--- config.mk ---
export PLATFORM = sky130hd
export DESIGN_NAME = lix_skid_rd
export DESIGN_NICKNAME = d
export VERILOG_FILES = /design/src/rtl/lix_skid_rd_pkg.sv /design/src/rtl/lix_reg.sv /design/src/rtl/lix_skid_rd.sv
export SDC_FILE = /design/constraint.sdc
export NUM_CORES = 1
export LEC_CHECK = 0
export CORE_MARGIN = 2
export CORE_UTILIZATION = 58
export CTS_CLUSTER_DIAMETER = 120
export DETAILED_ROUTE_END_ITERATION = 8
export HOLD_SLACK_MARGIN = 0.05
export PLACE_DENSITY = 0.92
export SLEW_MARGIN = 5
export SYNTH_ARGS = -nofsm -noshare
export SYNTH_HDL_FRONTEND = slang
export SYNTH_SLANG_ARGS = --single-unit
--- constraint.sdc ---
create_clock -name clk_i -period 5.9 [get_ports clk_i]
set_input_delay 0.59 -clock clk_i [delete_from_list [all_inputs] [get_ports clk_i]]
set_output_delay 0.59 -clock clk_i [all_outputs]
set_load 0.02 [all_outputs]
--- src/rtl/lix_skid_rd_pkg.sv ---
// Shared constants for the lix skid-buffer read stage: depth and occupancy codes.
package lix_skid_rd_pkg;

    localparam int LIX_SKID_DEPTH = 2;

    typedef enum logic [1:0] {
        LIX_OCC_EMPTY = 2'd0,
        LIX_OCC_ONE   = 2'd1,
        LIX_OCC_FULL  = 2'd2
    } lix_occ_e;

endpackage

--- src/rtl/lix_reg.sv ---
// Valid/enable capture register: loads i_x when both i_vld and i_en are high.
module lix_reg #(
    parameter int W = 32
) (
    input  logic         clk_i,
    input  logic         rst_ni,
    input  logic         i_vld,
    input  logic         i_en,
    input  logic [W-1:0] i_x,
    output logic [W-1:0] o_z
);

    always_ff @(posedge clk_i or negedge rst_ni) begin
        if (!rst_ni)
            o_z <= '0;
        else if (i_vld && i_en)
            o_z <= i_x;
    end

endmodule

--- src/rtl/lix_skid_rd.sv ---
// Two-entry skid buffer with registered upstream ready (o_en).
// Optional LIX_SKID_BYPASS_EN: zero-latency pass-through when the buffer is empty.
module lix_skid_rd
    import lix_skid_rd_pkg::*;
#(
    parameter int W = 32
) (
    input  logic         clk_i,
    input  logic         rst_i,
    input  logic         i_vld,
    output logic         o_en,
    input  logic [W-1:0] i_x,
    output logic         o_vld,
    input  logic         i_en,
    output logic [W-1:0] o_z,
    output logic [1:0]   o_cnt
);

    lix_occ_e occ_q, occ_d;
    logic     wr_ptr, rd_ptr;
    logic     en_q;
    logic     push, pop, push_st, pop_st, thru, stored_vld;
    logic [W-1:0] last_z;
    logic [LIX_SKID_DEPTH-1:0][W-1:0] entry;

    assign push       = i_vld & en_q;
    assign stored_vld = (occ_q != LIX_OCC_EMPTY);

`ifdef LIX_SKID_BYPASS_EN
    // An empty buffer forwards the incoming word; it is stored only if not popped now.
    assign thru  = push & (occ_q == LIX_OCC_EMPTY) & i_en;
    assign o_vld = stored_vld | (push & (occ_q == LIX_OCC_EMPTY));
    always_comb begin
        o_z = last_z;
        if (stored_vld)
            o_z = entry[rd_ptr];
        else if (push)
            o_z = i_x;
    end
`else
    assign thru  = 1'b0;
    assign o_vld = stored_vld;
    assign o_z   = stored_vld ? entry[rd_ptr] : last_z;
`endif

    assign pop     = o_vld & i_en;
    assign push_st = push & ~thru;
    assign pop_st  = stored_vld & i_en;
    assign o_en    = en_q;
    assign o_cnt   = occ_q;

    always_comb begin
        occ_d = occ_q;
        unique case (occ_q)
            LIX_OCC_EMPTY: if (push_st) occ_d = LIX_OCC_ONE;
            LIX_OCC_ONE: begin
                if (push_st && !pop_st)
                    occ_d = LIX_OCC_FULL;
                else if (!push_st && pop_st)
                    occ_d = LIX_OCC_EMPTY;
            end
            LIX_OCC_FULL:  if (pop_st) occ_d = LIX_OCC_ONE;
            default:       occ_d = LIX_OCC_EMPTY;
        endcase
    end

    always_ff @(posedge clk_i or posedge rst_i) begin
        if (rst_i) begin
            occ_q  <= LIX_OCC_EMPTY;
            en_q   <= 1'b0;
            wr_ptr <= 1'b0;
            rd_ptr <= 1'b0;
            last_z <= '0;
        end else begin
            occ_q <= occ_d;
            // Ready is registered: it drops one cycle late, the second entry absorbs that word.
            en_q  <= (occ_d != LIX_OCC_FULL);
            if (push_st) wr_ptr <= ~wr_ptr;
            if (pop_st)  rd_ptr <= ~rd_ptr;
            if (pop)     last_z <= o_z;
        end
    end

    for (genvar k = 0; k < LIX_SKID_DEPTH; k++) begin : g_entry
        lix_reg #(.W(W)) u_entry (
            .clk_i  (clk_i),
            .rst_ni (~rst_i),
            .i_vld  (push_st),
            .i_en   (wr_ptr == 1'(k)),
            .i_x    (i_x),
            .o_z    (entry[k])
        );
    end

endmodule

# Yosys cells after proc, flatten, opt, wreduce, memory -nomap -nowiden
# Cells that the tools add are included.
# word_totals
inputBits,36
output_inout_bits,36
register_bits,101
# classes
mux,8
bitwise_logic,4
n_eq_ne,3
n_reduce_logical,8
magnitude_cmp,1
# ops
op,n
$mux W32,3
$mux W2,4
$pmux W2 S3,1
$logic_and A1 B1 Y1,4
$and A1 B1 Y1,2
$eq A2 B1 Y1 const B,1
$eq A2 B2 Y1 const B,1
$logic_not A1 Y1,2
$logic_not A2 Y1,1
$lt A1 B2 Y1 const B,1
$ne A2 B2 Y1 const B,1
$not A1 Y1,2
$reduce_bool A2 Y1,1

# Longest topological paths before layout
# depth
word_depth,7
mapped_depth,5
mapped_depth_nobuf,3

# Hierarchy
# From an unflattened synthesis, not the netlist that was laid out.
# unflattened
hier_cells,367
hier_area_um2,4854.7
# by_module_without_submodules
module,seq_area_each_um2,area_each_um2,cells_per_inst,n_inst
lix_reg,800.8,1345.0,68,2
lix_skid_rd,925.9,2164.6,231,1

# Least setup slack after synthesis
# OpenSTA, ideal clock, no wires.
# synth_path
kind,register to output
start,"register occ_q[0], in the netlist o_cnt[0]"
end,output o_z[0]
t_arrival_ps,1531
stages_incl_launch_ff,5
setup_slack_ps,3779
t_required_ps,5310
cell_sequence,dfrtp_1 > or2_2 > buf_2 > buf_2 > a21oi_1
# synth_via
elab_chain_len,2
# synth_lines
element,line_no,source
"start, declared",lix_skid_rd.sv:19,"lix_occ_e occ_q, occ_d;"
"start signal, assigned",lix_skid_rd.sv:69,occ_q <= LIX_OCC_EMPTY;
"start signal, assigned",lix_skid_rd.sv:75,occ_q <= occ_d;
$reduce_bool A2 Y1,lix_skid_rd.sv:27,assign stored_vld = (occ_q != LIX_OCC_EMPTY);
net o_vld,lix_skid_rd.sv:13,"output logic o_vld,"
$mux W32,lix_skid_rd.sv:43,assign o_z = stored_vld ? entry[rd_ptr] : last_z;
"end, declared",lix_skid_rd.sv:15,"output logic [W-1:0] o_z,"
# The timed path passes the listed nets, and every way through them passes these cells.

# Worst setup path after layout
# layout_path
start,"register occ_q[0], in the netlist o_cnt[0]"
end,output o_z[7]
# layout_via
elab_chain_len,2
# layout_lines
element,line_no
$reduce_bool A2 Y1,lix_skid_rd.sv:27
$mux W32,lix_skid_rd.sv:43
# Every way passes these cells.

==> results.json <==
{
  "status": "complete, no violations",
  "viasPerCell": 5.46,
  "vias": 2911,
  "post_cts_buffers": 0,
  "worstSetupPathDepth": 4,
  "yosys-top-cells-count": "dfrtp_1, mux2_2, mux2i_1, nand2_1",
  "crit_path_max_incr_delay_ps": 950,
  "cts_made_buffers": 9,
  "final_nets": 462,
  "holdWs_ps": 487,
  "cts.sinks": 101,
  "start_util_pct": 59.0,
  "rows": 32,
  "cp_max_fo": 65,
  "max_slew_margin_pct": 21.6,
  "post_cts_resize_count": 0,
  "avgRoutedWirePerCell_um": 16.7,
  "overflow": 0,
  "clk_pin_slew_worst_paths_ps": 90,
  "min_period_ps": 3350,
  "drt-initial-drc-count": 148,
  "grt_pass1_wl_mm": 14.9,
  "hold_path_class": "reg2reg",
  "hold_viol": 0,
  "syn_inst": 367,
  "path_cells": "or2_2 -> nor2_1 -> a21oi_1 -> clkdlybuf4s50_1",
  "finalCritPeriodShare_pct": 56.8,
  "die_area_sq_um": 8510,
  "cts_root_buffer": "clkbuf_8",
  "yosysTopAreaCell": "dfrtp_1",
  "finalClockSkew_ps": 11.8,
  "drc": 0,
  "chipWidth_um": 92.2,
  "rsz0062_at_grt": "false",
  "ant_nets": 0,
  "synthTopCellsByArea": "dfrtp_1, mux2_4, mux2_2",
  "reg2reg_depth": 3,
  "synth_warnings": 0,
  "slowest_stage": "or2_2",
  "report.final.slew_viol_count": 0,
  "yosysMostFrequentCell": "dfrtp_1",
  "crit_path_end_kind": "primary output",
  "io_pins": 72,
  "required_ps": 5310,
  "num_antenna_cells": 0,
  "syn_nets": 403,
  "maxCapViolCount": 0,
  "crit_buf_inv": 1,
  "syn_to_final_growth_pct": 20.2,
  "yosysSeqAreaShare_pct": 56.0,
  "wirelength_mm": 8.92,
  "synth-main-ff-cell": "dfrtp_1",
  "clk-insertion-delay-late_ps": 360,
  "netlist.area_leader.share_pct": 56.0,
  "dr.pass1.iters": 4,
  "whs_path_depth": 2,
  "async_reset_ff_share_pct": 100,
  "place_congestion": 0.776,
  "fin_tns_setup_ps": 0,
  "syn_area_per_cell_sq_um": 12.3,
  "place.port_buffers": 71,
  "ir_worst_vdd_uv": 375,
  "grt_pass1_vias": 3098,
  "powerDensity_nw_per_um2": 627,
  "critical_path.top_delay_family": "simple AND/OR/NAND/NOR gates",
  "leakagePower_nw": 2.47,
  "h-tree-depth": 3,
  "antenna_found_initial": 0,
  "ys_seq_elements": 101,
  "synth_cell_types": 22,
  "core_area_sq_um": 7650,
  "setup_viol": 0,
  "synth_area_sq_um": 4520,
  "place_hpwl_mm": 5.73,
  "drive_above_1_share_pct": 21.1,
  "cts_tree": "built",
  "clockBufferDepth": 2,
  "fmax_ghz": 0.298,
  "die_h_um": 92.2,
  "path_class": "reg2out",
  "cts_hold_buf": 0,
  "grt_max_degree": 71,
  "tightest_slew_ps": 1180,
  "start_kind": "register",
  "worstPathArrival_ps": 2760,
  "synth_edf_count": 0,
  "track_usage_pct": 22.5
}
[through the flow]
stage          cell area [sq um]  worst slack (ps)  util, %  cells  power (W)
3_3_place_gp                5220              3060     68.2    517    0.00288
2_1_floorplan               4520              2660        -    367    0.00237
3_5_place_dp                5220              2940     68.2    517    0.00297
4_1_cts                     5430              2520     71.0    533    0.00343
5_1_grt                     5430              2260     71.0    533    0.00362
6_report                    5430              2550     71.0    533    0.00340
[flip-flops by register name (all words and copies together) (netlist names)]
| register | cells |
|---|---|
| o_en | 1 |
| rd_ptr | 1 |
| o_cnt | 2 |
| g_entry.u_entry.o_z | 64 |
| last_z | 32 |
| wr_ptr | 1 |
[kinds of logic (layout without fill, tap and decap cells)]
logic type	after synthesis	after routing	synth area share, %
buffers and inverters	26	90	3.88
multiplexers	98	98	25.9
XOR/XNOR	1	1	0.194
AO/OA/AOI/OAI	67	67	7.45
flip-flops	101	101	56.0
AND/OR/NAND/NOR	74	74	6.59
[area by class of cell]
| cell class | count | area (sq um) |
|---|---|---|
| Sequential cell | 101 | 2530 |
| Fill cell | 519 | 2220 |
| Multi-Input combinational cell | 240 | 1830 |
| Timing Repair Buffer | 73 | 726 |
| Clock buffer | 11 | 151 |
| Tap cell | 102 | 128 |
| Clock inverter | 5 | 58.8 |
| Inverter | 1 | 6.26 |
[tightest hold or removal path, delay by kind of cell (launching register included)]
family           cells  cell delay [ps]
flip-flops           1              350
AO/OA/AOI/OAI        1               60
AND/OR/NAND/NOR      1               50
[per-layer routing]
layer  GRT usage (%)  up-vias  routed length (um)  part of all wire (%)
met5               0        -                   0                     0
met4            7.84        0                 163                   1.8
met3            5.42       15                 341                   3.8
met2            37.6       64                4500                    50
met1            28.7     1453                3910                    44
li1                -     1379                   -                     -
[worst paths after layout]
| path | from | end | slack (ps) |
|---|---|---|---|
| max reg2reg | o_en | g_entry[0].u_entry.o_z[31] | 3920 |
| max in group asynchronous | rst_i | rd_ptr | 4130 |
| min reg2reg | last_z[9] | last_z[9] | 490 |
| max | o_cnt[0] | o_z[7] | 2550 |
| min | last_z[9] | last_z[9] | 490 |
| min in group asynchronous | rst_i | g_entry[0].u_entry.o_z[28] | 560 |
[layout by cell type (no fill, tap or decap), drive strengths merged, types with 2 or more instances in the layout]
master	n
clkinvlp	2
dfrtp	101
o21ai	33
clkinv	2
nor2	33
or2	3
buf	2
clkdlybuf4s50	71
a21oi	33
mux2i	34
mux2	64
nand2	35
clkbuf	11
[power by group]
| part | total, W | internal, W | switching (W) | leakage, nW |
|---|---|---|---|---|
| combinational | 0.00166 | 0.000860 | 0.000802 | 1.17 |
| clock | 0.000451 | 0.000219 | 0.000232 | 0.102 |
| sequential | 0.00129 | 0.00103 | 0.000256 | 1.20 |
Power figures use the tool's default switching activity.
